`src/rtl/s32x_fb_arbiter_pkg.sv`:
```
// Shared types for the 32X framebuffer bank sequencer: grant owner, sequencer state,
// FIFO write request bundle and the overwrite-mode byte mask rule.
package s32x_fb_arbiter_pkg;

  localparam int unsigned FB_AW = 16;

  typedef enum logic [2:0] {
    OWN_NONE = 3'd0,
    OWN_DISP = 3'd1,
    OWN_FILL = 3'd2,
    OWN_WR   = 3'd3,
    OWN_RD   = 3'd4
  } fb_owner_t;

  typedef enum logic [1:0] {
    ST_IDLE    = 2'd0,
    ST_ACCESS  = 2'd1,
    ST_REFRESH = 2'd2
  } fb_arb_state_t;

  typedef struct packed {
    logic [FB_AW-1:0] a;
    logic [15:0]      d;
    logic [1:0]       be;
    logic             ovl;
  } fb_wr_req_t;

  // Overwrite-image writes never store a zero byte; normal writes follow the byte enables.
  function automatic logic [1:0] fb_we_mask(input logic [1:0] be, input logic [15:0] d,
                                            input logic ovl);
    logic hi_ok;
    logic lo_ok;
    hi_ok = ovl ? (|d[15:8]) : 1'b1;
    lo_ok = ovl ? (|d[7:0])  : 1'b1;
    return {be[1] & hi_ok, be[0] & lo_ok};
  endfunction

endpackage

```
`src/rtl/s32x_fb_wemask.sv`:
```
// Combinational byte-strobe generator for CPU FIFO writes, honouring overwrite mode.
module s32x_fb_wemask
  import s32x_fb_arbiter_pkg::*;
(
  input  logic [15:0] d_i,
  input  logic [1:0]  be_i,
  input  logic        ovl_i,
  output logic [1:0]  we_o
);

  assign we_o = fb_we_mask(be_i, d_i, ovl_i);

endmodule

```
`src/rtl/s32x_fb_arbiter.sv`:
```
// Single-port sequencer for one 32X framebuffer DRAM bank: fixed-priority arbitration
// between refresh, display, fill, FIFO write and CPU read, with CE_R-timed accesses.
module s32x_fb_arbiter
  import s32x_fb_arbiter_pkg::*;
#(
  parameter int unsigned ACC_CYC = 3,
  parameter int unsigned REF_CYC = 40,
  parameter int unsigned AW      = 16
) (
  input  logic          clk_i,
  input  logic          rst_i,
  input  logic          ce_r_i,
  input  logic          ref_req_i,
  input  logic          disp_req_i,
  input  logic [AW-1:0] disp_a_i,
  output logic          disp_ack_o,
  output logic [15:0]   disp_q_o,
  input  logic          fill_req_i,
  input  logic [AW-1:0] fill_a_i,
  input  logic [15:0]   fill_d_i,
  output logic          fill_ack_o,
  input  logic          wr_req_i,
  input  logic [AW-1:0] wr_a_i,
  input  logic [15:0]   wr_d_i,
  input  logic [1:0]    wr_be_i,
  input  logic          wr_ovl_i,
  output logic          wr_ack_o,
  input  logic          rd_req_i,
  input  logic [AW-1:0] rd_a_i,
  output logic [15:0]   rd_q_o,
  output logic          rd_ack_o,
  output logic [AW-1:0] fb_a_o,
  output logic [15:0]   fb_do_o,
  output logic [1:0]    fb_we_o,
  output logic          fb_rd_o,
  input  logic [15:0]   fb_di_i,
  output logic          fen_o
);

  localparam int unsigned   CNT_MAX  = (REF_CYC > ACC_CYC) ? REF_CYC : ACC_CYC;
  localparam int unsigned   CW       = $clog2(CNT_MAX) + 1;
  localparam logic [CW-1:0] CNT_ACC  = CW'(ACC_CYC - 1);
  localparam logic [CW-1:0] CNT_REF  = CW'(REF_CYC - 1);
  localparam logic [CW-1:0] CNT_ONE  = CW'(1);
  localparam logic [CW-1:0] CNT_ZERO = {CW{1'b0}};

  fb_arb_state_t state_q, state_d;
  fb_owner_t     owner_q, owner_d;
  logic [CW-1:0] cnt_q, cnt_d;
  logic          ref_pend_q, ref_pend_d;
  logic [AW-1:0] fb_a_q, fb_a_d;
  logic [15:0]   fb_do_q, fb_do_d;
  logic [1:0]    fb_we_q, fb_we_d;
  logic          fb_rd_q, fb_rd_d;
  logic [15:0]   disp_q_q, disp_q_d;
  logic [15:0]   rd_q_q, rd_q_d;
  logic          disp_ack_q, disp_ack_d;
  logic          fill_ack_q, fill_ack_d;
  logic          wr_ack_q, wr_ack_d;
  logic          rd_ack_q, rd_ack_d;
  logic          fen_q, fen_d;

  fb_wr_req_t    wr_req_s;
  logic [1:0]    wr_we_s;
  logic          ack_busy_s;

  assign wr_req_s   = '{a: FB_AW'(wr_a_i), d: wr_d_i, be: wr_be_i, ovl: wr_ovl_i};
  // A requester still sees its ack this cycle, so its level must not win a fresh grant.
  assign ack_busy_s = disp_ack_q | fill_ack_q | wr_ack_q | rd_ack_q;

  s32x_fb_wemask u_wemask (
    .d_i   (wr_req_s.d),
    .be_i  (wr_req_s.be),
    .ovl_i (wr_req_s.ovl),
    .we_o  (wr_we_s)
  );

  // Arbitration, access/refresh timing and completion handling.
  always_comb begin
    state_d    = state_q;
    owner_d    = owner_q;
    cnt_d      = cnt_q;
    ref_pend_d = ref_pend_q | ref_req_i;
    fb_a_d     = fb_a_q;
    fb_do_d    = fb_do_q;
    fb_we_d    = fb_we_q;
    fb_rd_d    = fb_rd_q;
    disp_q_d   = disp_q_q;
    rd_q_d     = rd_q_q;
    disp_ack_d = 1'b0;
    fill_ack_d = 1'b0;
    wr_ack_d   = 1'b0;
    rd_ack_d   = 1'b0;
    case (state_q)
      ST_IDLE: begin
        if (ce_r_i && !ack_busy_s) begin
          if (ref_pend_q) begin
            state_d    = ST_REFRESH;
            cnt_d      = CNT_REF;
            ref_pend_d = ref_req_i;
          end else if (disp_req_i) begin
            state_d = ST_ACCESS;
            owner_d = OWN_DISP;
            cnt_d   = CNT_ACC;
            fb_a_d  = disp_a_i;
            fb_rd_d = 1'b1;
            fb_we_d = 2'b00;
          end else if (fill_req_i) begin
            state_d = ST_ACCESS;
            owner_d = OWN_FILL;
            cnt_d   = CNT_ACC;
            fb_a_d  = fill_a_i;
            fb_do_d = fill_d_i;
            fb_rd_d = 1'b0;
            fb_we_d = 2'b11;
          end else if (wr_req_i) begin
            state_d = ST_ACCESS;
            owner_d = OWN_WR;
            cnt_d   = CNT_ACC;
            fb_a_d  = AW'(wr_req_s.a);
            fb_do_d = wr_req_s.d;
            fb_rd_d = 1'b0;
            fb_we_d = wr_we_s;
          end else if (rd_req_i) begin
            state_d = ST_ACCESS;
            owner_d = OWN_RD;
            cnt_d   = CNT_ACC;
            fb_a_d  = rd_a_i;
            fb_rd_d = 1'b1;
            fb_we_d = 2'b00;
          end else begin
            state_d = ST_IDLE;
          end
        end else begin
          state_d = ST_IDLE;
        end
      end
      ST_ACCESS: begin
        if (ce_r_i) begin
          if (cnt_q == CNT_ZERO) begin
            state_d = ST_IDLE;
            owner_d = OWN_NONE;
            fb_rd_d = 1'b0;
            fb_we_d = 2'b00;
            case (owner_q)
              OWN_DISP: begin
                disp_q_d   = fb_di_i;
                disp_ack_d = 1'b1;
              end
              OWN_FILL: fill_ack_d = 1'b1;
              OWN_WR:   wr_ack_d   = 1'b1;
              OWN_RD: begin
                rd_q_d   = fb_di_i;
                rd_ack_d = 1'b1;
              end
              default:  owner_d = OWN_NONE;
            endcase
          end else begin
            cnt_d = cnt_q - CNT_ONE;
          end
        end else begin
          cnt_d = cnt_q;
        end
      end
      ST_REFRESH: begin
        if (ce_r_i) begin
          if (cnt_q == CNT_ZERO) begin
            state_d = ST_IDLE;
          end else begin
            cnt_d = cnt_q - CNT_ONE;
          end
        end else begin
          cnt_d = cnt_q;
        end
      end
      default: begin
        state_d = ST_IDLE;
        owner_d = OWN_NONE;
        fb_rd_d = 1'b0;
        fb_we_d = 2'b00;
      end
    endcase
    fen_d = (state_d == ST_REFRESH) || (owner_d == OWN_FILL);
  end

  // State and output registers; reset aborts any access without acking it.
  always_ff @(posedge clk_i) begin
    if (rst_i) begin
      state_q    <= ST_IDLE;
      owner_q    <= OWN_NONE;
      cnt_q      <= CNT_ZERO;
      ref_pend_q <= 1'b0;
      fb_a_q     <= {AW{1'b0}};
      fb_do_q    <= 16'h0000;
      fb_we_q    <= 2'b00;
      fb_rd_q    <= 1'b0;
      disp_q_q   <= 16'h0000;
      rd_q_q     <= 16'h0000;
      disp_ack_q <= 1'b0;
      fill_ack_q <= 1'b0;
      wr_ack_q   <= 1'b0;
      rd_ack_q   <= 1'b0;
      fen_q      <= 1'b0;
    end else begin
      state_q    <= state_d;
      owner_q    <= owner_d;
      cnt_q      <= cnt_d;
      ref_pend_q <= ref_pend_d;
      fb_a_q     <= fb_a_d;
      fb_do_q    <= fb_do_d;
      fb_we_q    <= fb_we_d;
      fb_rd_q    <= fb_rd_d;
      disp_q_q   <= disp_q_d;
      rd_q_q     <= rd_q_d;
      disp_ack_q <= disp_ack_d;
      fill_ack_q <= fill_ack_d;
      wr_ack_q   <= wr_ack_d;
      rd_ack_q   <= rd_ack_d;
      fen_q      <= fen_d;
    end
  end

  assign fb_a_o     = fb_a_q;
  assign fb_do_o    = fb_do_q;
  assign fb_we_o    = fb_we_q;
  assign fb_rd_o    = fb_rd_q;
  assign disp_q_o   = disp_q_q;
  assign rd_q_o     = rd_q_q;
  assign disp_ack_o = disp_ack_q;
  assign fill_ack_o = fill_ack_q;
  assign wr_ack_o   = wr_ack_q;
  assign rd_ack_o   = rd_ack_q;
  assign fen_o      = fen_q;

endmodule

```
`config.mk`:
```
export PLATFORM = sky130hd
export DESIGN_NAME = s32x_fb_arbiter
export DESIGN_NICKNAME = d
export VERILOG_FILES = /design/src/rtl/s32x_fb_arbiter_pkg.sv /design/src/rtl/s32x_fb_wemask.sv /design/src/rtl/s32x_fb_arbiter.sv
export SDC_FILE = /design/constraint.sdc
export NUM_CORES = 1
export LEC_CHECK = 0
export ABC_AREA = 1
export CAP_MARGIN = 0
export CORE_MARGIN = 2
export CORE_UTILIZATION = 42
export DETAILED_ROUTE_END_ITERATION = 16
export PLACE_DENSITY_LB_ADDON = 0.08
export SLEW_MARGIN = 20
export SYNTH_ARGS = -nofsm -noshare
export SYNTH_HDL_FRONTEND = slang
export SYNTH_SLANG_ARGS = --single-unit
```
`constraint.sdc`:
```
create_clock -name clk_i -period 1.95 [get_ports clk_i]
set_input_delay 0.195 -clock clk_i [delete_from_list [all_inputs] [get_ports clk_i]]
set_output_delay 0.195 -clock clk_i [all_outputs]
set_load 0.05 [all_outputs]
```
# Word-level counts from Yosys, hierarchy flattened
# Index checks and enable logic that the tools add are counted.
# op_classes
bitwise	12
add_sub_neg	1
muxes	60
eq_ne	16
order_cmp	0
reduce_logical	18
shift	0
n_mul	0
n_div	0
# ops
cell	n
16-bit two-way mux	6
7-bit two-way mux	8
2-bit two-way mux	12
3-bit two-way mux	8
1-bit two-way mux	21
8-bit OR reduction	2
7-bit case mux with 2 select lines	1
4-bit AND reduction	3
2-bit != test, second input constant	5
5-bit AND reduction	2
3-bit by 2-bit equality test with 1-bit output, second input constant	3
3-bit case mux with 3 select lines	1
7-bit logical NOT	1
7-bit by 1-bit subtractor with 7-bit output, second input constant	1
6-bit != test, second input constant	1
1-bit NOT	6
2-bit case mux with 3 select lines	1
6-bit AND reduction	1
5-bit != test, second input constant	1
2-bit equality test, second input constant	2
1-bit bitwise OR	4
2-bit case mux with 2 select lines	1
2-bit nonzero test	2
4-bit nonzero test	1
12 further kinds	13
# word_totals
out_inout_bits	72
latch_bits	0
n_memories	0
input_bits	123
mem_bits_ro	0
elab_cells	122
ramBits	0
regBits	85

# Logic depth before layout (Yosys ltp)
# logic_depth
word_depth	9
depth_mapped	12
mapped_depth_nobuf	12

# Hierarchy
# From an unflattened synthesis, not the netlist that was laid out.
# hier_totals
hier_cells	595
hier_area_um2	4115.2
# modules_own_cells
module	seq_area_each_um2	instances	cells_per_inst	area_per_inst_um2
s32x_fb_arbiter	1701.6	1	576	4036.4
s32x_fb_wemask	0.0	1	19	78.8

# Worst setup path after synthesis
# Ideal clock, no wire load.
# synth_timing
path_type	register to register
startpoint	register disp_ack_q, in the netlist disp_ack_o
endpoint	register fb_do_q[10], in the netlist fb_do_o[10]
path_stages_with_launch	9
required_ns	1.805
n_path_buf	2
path_slack_ns	0.369
arrival_time_ns	1.436
synth_period_minus_slack_ns	1.581
setup_ns	0.145
path_cell_list	dfxtp_1 > nor2_1 > nand2_1 > nor2_4 > nand2_2 > nor3_2 > buf_4 > buf_6 > a211oi_2
# synth_via
elab_chain_len	6
# synth_rtl
item	line	text
start, declared	s32x_fb_arbiter.sv:57	logic disp_ack_q, disp_ack_d;
start signal, assigned	s32x_fb_arbiter.sv:215	disp_ack_q <= disp_ack_d;
1-bit bitwise OR (3 in a row)	s32x_fb_arbiter.sv:69	assign ack_busy_s = disp_ack_q | fill_ack_q | wr_ack_q | rd_ack_q;
1-bit logical NOT	s32x_fb_arbiter.sv:96	if (ce_r_i && !ack_busy_s) begin
1-bit logical AND	s32x_fb_arbiter.sv:96	
5-bit AND reduction (no line)	n/a	
end signal, assigned	s32x_fb_arbiter.sv:210	fb_do_q <= fb_do_d;
end, declared	s32x_fb_arbiter.sv:52	logic [15:0] fb_do_q, fb_do_d;
# Every way passes these cells.
# A chain may end at the register's enable or synchronous reset.

# Final worst setup path
# layout_timing
startpoint	register fb_a_q[6], in the netlist fb_a_o[6]
endpoint	output fb_a_o[6]
# layout_lines
item	line	text
start, declared	s32x_fb_arbiter.sv:51	logic [AW-1:0] fb_a_q, fb_a_d;
start signal, assigned	s32x_fb_arbiter.sv:193	fb_a_q <= {AW{1'b0}};
end, declared	s32x_fb_arbiter.sv:32	output logic [AW-1:0] fb_a_o,
# No word-level cell between the ends.

==> qor.csv <==
stage,metric,value,unit
sta,finalCritPeriodShare,90.1,%
logic_synthesis,synth-async-reset-ratio,0,%
place,gp_congestion,0.920,
cts,ctsHoldBuffers,0,
pwr,peakVddDrop,429,uV
sta,rsz0062_at_grt,no,
worst_setup_path,crit_arrival,1560,ps
sta,max-slew-margin-rel,62.2,%
sta,worstMarginPinSlew,565,ps
drt,dr.pass1.iters,5,
worst_setup_path,path_cells,clkdlybuf4s50_1,
pwr,p_sw_share,30.4,%
cts,clk_pin_slew,100,ps
cells_and_area,final_net_count,898,
hold_path,hold_path.class,in2reg,
logic_synthesis,synth_fp_nets,700,
floorplanning,dieArea,10800,um2
pwr,power_per_cell_area,701,nW/um2
grt,grt_max_degree,30,
logic_synthesis,synth_area_leaders,"dfxtp_1, nand2_1, a21oi_1, nor2_1, nand3_1",
cts,cts_max_level,3,
drt,dr.first_iter.drc_count,167,
grt,grt_overflow_total,0,
sta,post-route-min-period,1760,ps
worst_setup_path,critPathSlowestCell,clkdlybuf4s50_1,
pwr,p_comb_share,25.2,%
cells_and_area,fin_area,6580,um2
pwr,p_total,0.00461,W
logic_synthesis,syn_avg_cell_area,7.34,um2
floorplanning,die_w,104,um
logic_synthesis,yosys_warnings,0,
floorplanning,start_util,43.2,%
place,hpwl,10500,um
pwr,power_frac_seq,40.7,%
cells_and_area,drive_above_1_share,10.1,%
grt,grt_pass1_wl,22100,um
floorplanning,io_pins,195,
floorplanning,rows,36,
drt,wire_per_inst,14.9,um
place,placed_cell_area,6320,um2
logic_synthesis,synth_top_area_share,40.5,%
pwr,p_int,0.00321,W
logic_synthesis,yosysUniqueCellTypes,33,
cells_and_area,final_common_cell,clkdlybuf4s50_1,
cells_and_area,layout_common_cells,"clkdlybuf4s50_1, nand2_1, dfxtp_1, a21oi_1, nor2_1",
sta,max_freq,569,MHz
sta,skew,12.4,ps
floorplanning,die_h,104,um
logic_synthesis,synth_edf_count,0,
worst_setup_path,path_buf_inv,1,
run,max_cap_violations,0,
logic_synthesis,yosysTopAreaCell,dfxtp_1,
cts,cts.sinks,85,
floorplanning,core_area,9730,um2
cells_and_area,syn_to_final_growth,56.6,%
cts,clockBufferDepth,2,
worst_setup_path,worstSetupStartpointType,flop,
place,port_buffers,194,
sta,setup_tns,0,ps
logic_synthesis,yosys_register_bits,85,
cts,cts_tree,done,
logic_synthesis,netlist_area,4200,um2
pwr,clockPowerShare,34.1,%
worst_setup_path,crit_type,reg2out,
cts,cts_buffers,9,
pwr,power_leakage,2.50,nW
pwr,p_switching,0.00140,W
logic_synthesis,synth_top_flop_cell,dfxtp_1,
outcome,outcome,"complete, no violations",
worst_setup_path,endpoint_kind,primary output,
grt,grt_util_all_layers,24.9,%
grt,grt_antenna_before_repair,0,
logic_synthesis,postSynthCellCount,572,
drt,vias,4640,
sta,slew_viol_final,0,
sta,hold_viol_final,0,
cts,clockRootBuffer,clkbuf_8,
worst_setup_path,cp.required,1750,ps
cells_and_area,diodes,0,
drt,viasPerCell,5.11,
worst_setup_path,slowest_delay,820,ps
grt,grt_pass1_vias,4633,
worst_setup_path,path_delay_family,buffers and inverters,
cts,insertion_delay,360,ps
drt,final_antenna_net_count,0,
worst_setup_path,critPathMaxFanout,2,
logic_synthesis,seq_area_frac_synth,40.5,%
drt,drcViolationCount,0,
sta,setup_viol,0,
drt,wirelength,13500,um
## timing repair
action	in CTS	in global routing
endpoints found under the setup margin	0	5
setup buffers	0	0
resized for setup	0	2
## final cells by class
class / count / area, um2
clock buffers: 9 / 124
clock inverters: 7 / 128
fillers: 868 / 3150
inverters: 37 / 139
multi-input cells: 422 / 2210
flip-flops and latches: 85 / 1700
well taps: 133 / 166
repair buffers: 215 / 2110
## worst paths after layout
path                   start           to  slack [ps]  cells after the start
hold / removal         rst_i    rd_q_o[3]         290                      2
setup reg to reg  state_q[1]  fb_do_o[14]         200                      8
setup / recovery   fb_a_o[6]    fb_a_o[6]         190                      1
hold reg to reg    fb_a_o[7]    fb_a_o[7]         470                      2
## routing by layer
| layer | part of all wire (%) | track usage [%] |
|---|---|---|
| met1 | 42 | 29.1 |
| met2 | 48 | 43.7 |
| met3 | 7.5 | 7.89 |
| met4 | 2.5 | 7.05 |
| met5 | 0 | 0 |
## synthesized netlist by cell type (2+ instances only)
cell,count
nand2_1,144
dfxtp_1,85
a21oi_1,73
nor2_1,63
nand3_1,36
inv_1,29
a211oi_2,13
clkbuf_1,13
mux2i_1,13
o21ai_0,12
nand4_1,10
o21ai_1,10
o211ai_1,9
inv_2,8
buf_4,5
ha_1,5
nand2_2,5
o22ai_1,5
buf_2,4
buf_6,4
nor2_4,4
a211oi_1,3
nand3_2,3
nor3_1,3
a2bb2oi_1,2
buf_1,2
nor4_2,2
xor2_1,2
## registers in the layout (all words and copies together) (netlist names)
| signal | flops |
|---|---|
| disp_q_o | 16 |
| fb_rd_o | 1 |
| fb_a_o | 16 |
| cnt_q | 7 |
| fill_ack_o | 1 |
| fb_we_o | 2 |
| fb_do_o | 16 |
| rd_ack_o | 1 |
| state_q | 2 |
| ref_pend_q | 1 |
| rd_q_o | 16 |
| wr_ack_o | 1 |
| owner_q | 3 |
| fen_o | 1 |
| disp_ack_o | 1 |
## stage by stage
stage / setup WS [ps] / instances / utilization [%] / hold WS, ps
2_1_floorplan: 369 / 572 / - / 312
3_3_place_gp: 154 / 892 / 65.0 / 451
3_5_place_dp: 122 / 892 / 65.0 / 457
4_1_cts: 118 / 908 / 67.5 / 262
5_1_grt: 10.3 / 908 / 67.6 / 280
6_report: 194 / 908 / 67.6 / 287
## logic make-up after synthesis
family | count (synthesis) | synth area share (%)
AOI/OAI and AO/OA | 127 | 18.5
adders and majority gates | 5 | 1.49
xor gates and xnor gates | 3 | 0.626
and+or+nand+nor | 274 | 28.7
muxes | 13 | 3.10
DFF | 85 | 40.5
buffers and inverters | 65 | 7.09
## power by group through the flow
stage	clock network, W	logic, W	registers [W]
2_1_floorplan	0	0.000472	0.00209
3_3_place_gp	0	0.00114	0.00191
3_5_place_dp	0	0.00115	0.00192
4_1_cts	0.00159	0.00116	0.00188
5_1_grt	0.00167	0.00126	0.00189
6_report	0.00157	0.00116	0.00188
No activity file was read; power rests on OpenSTA's default activity.
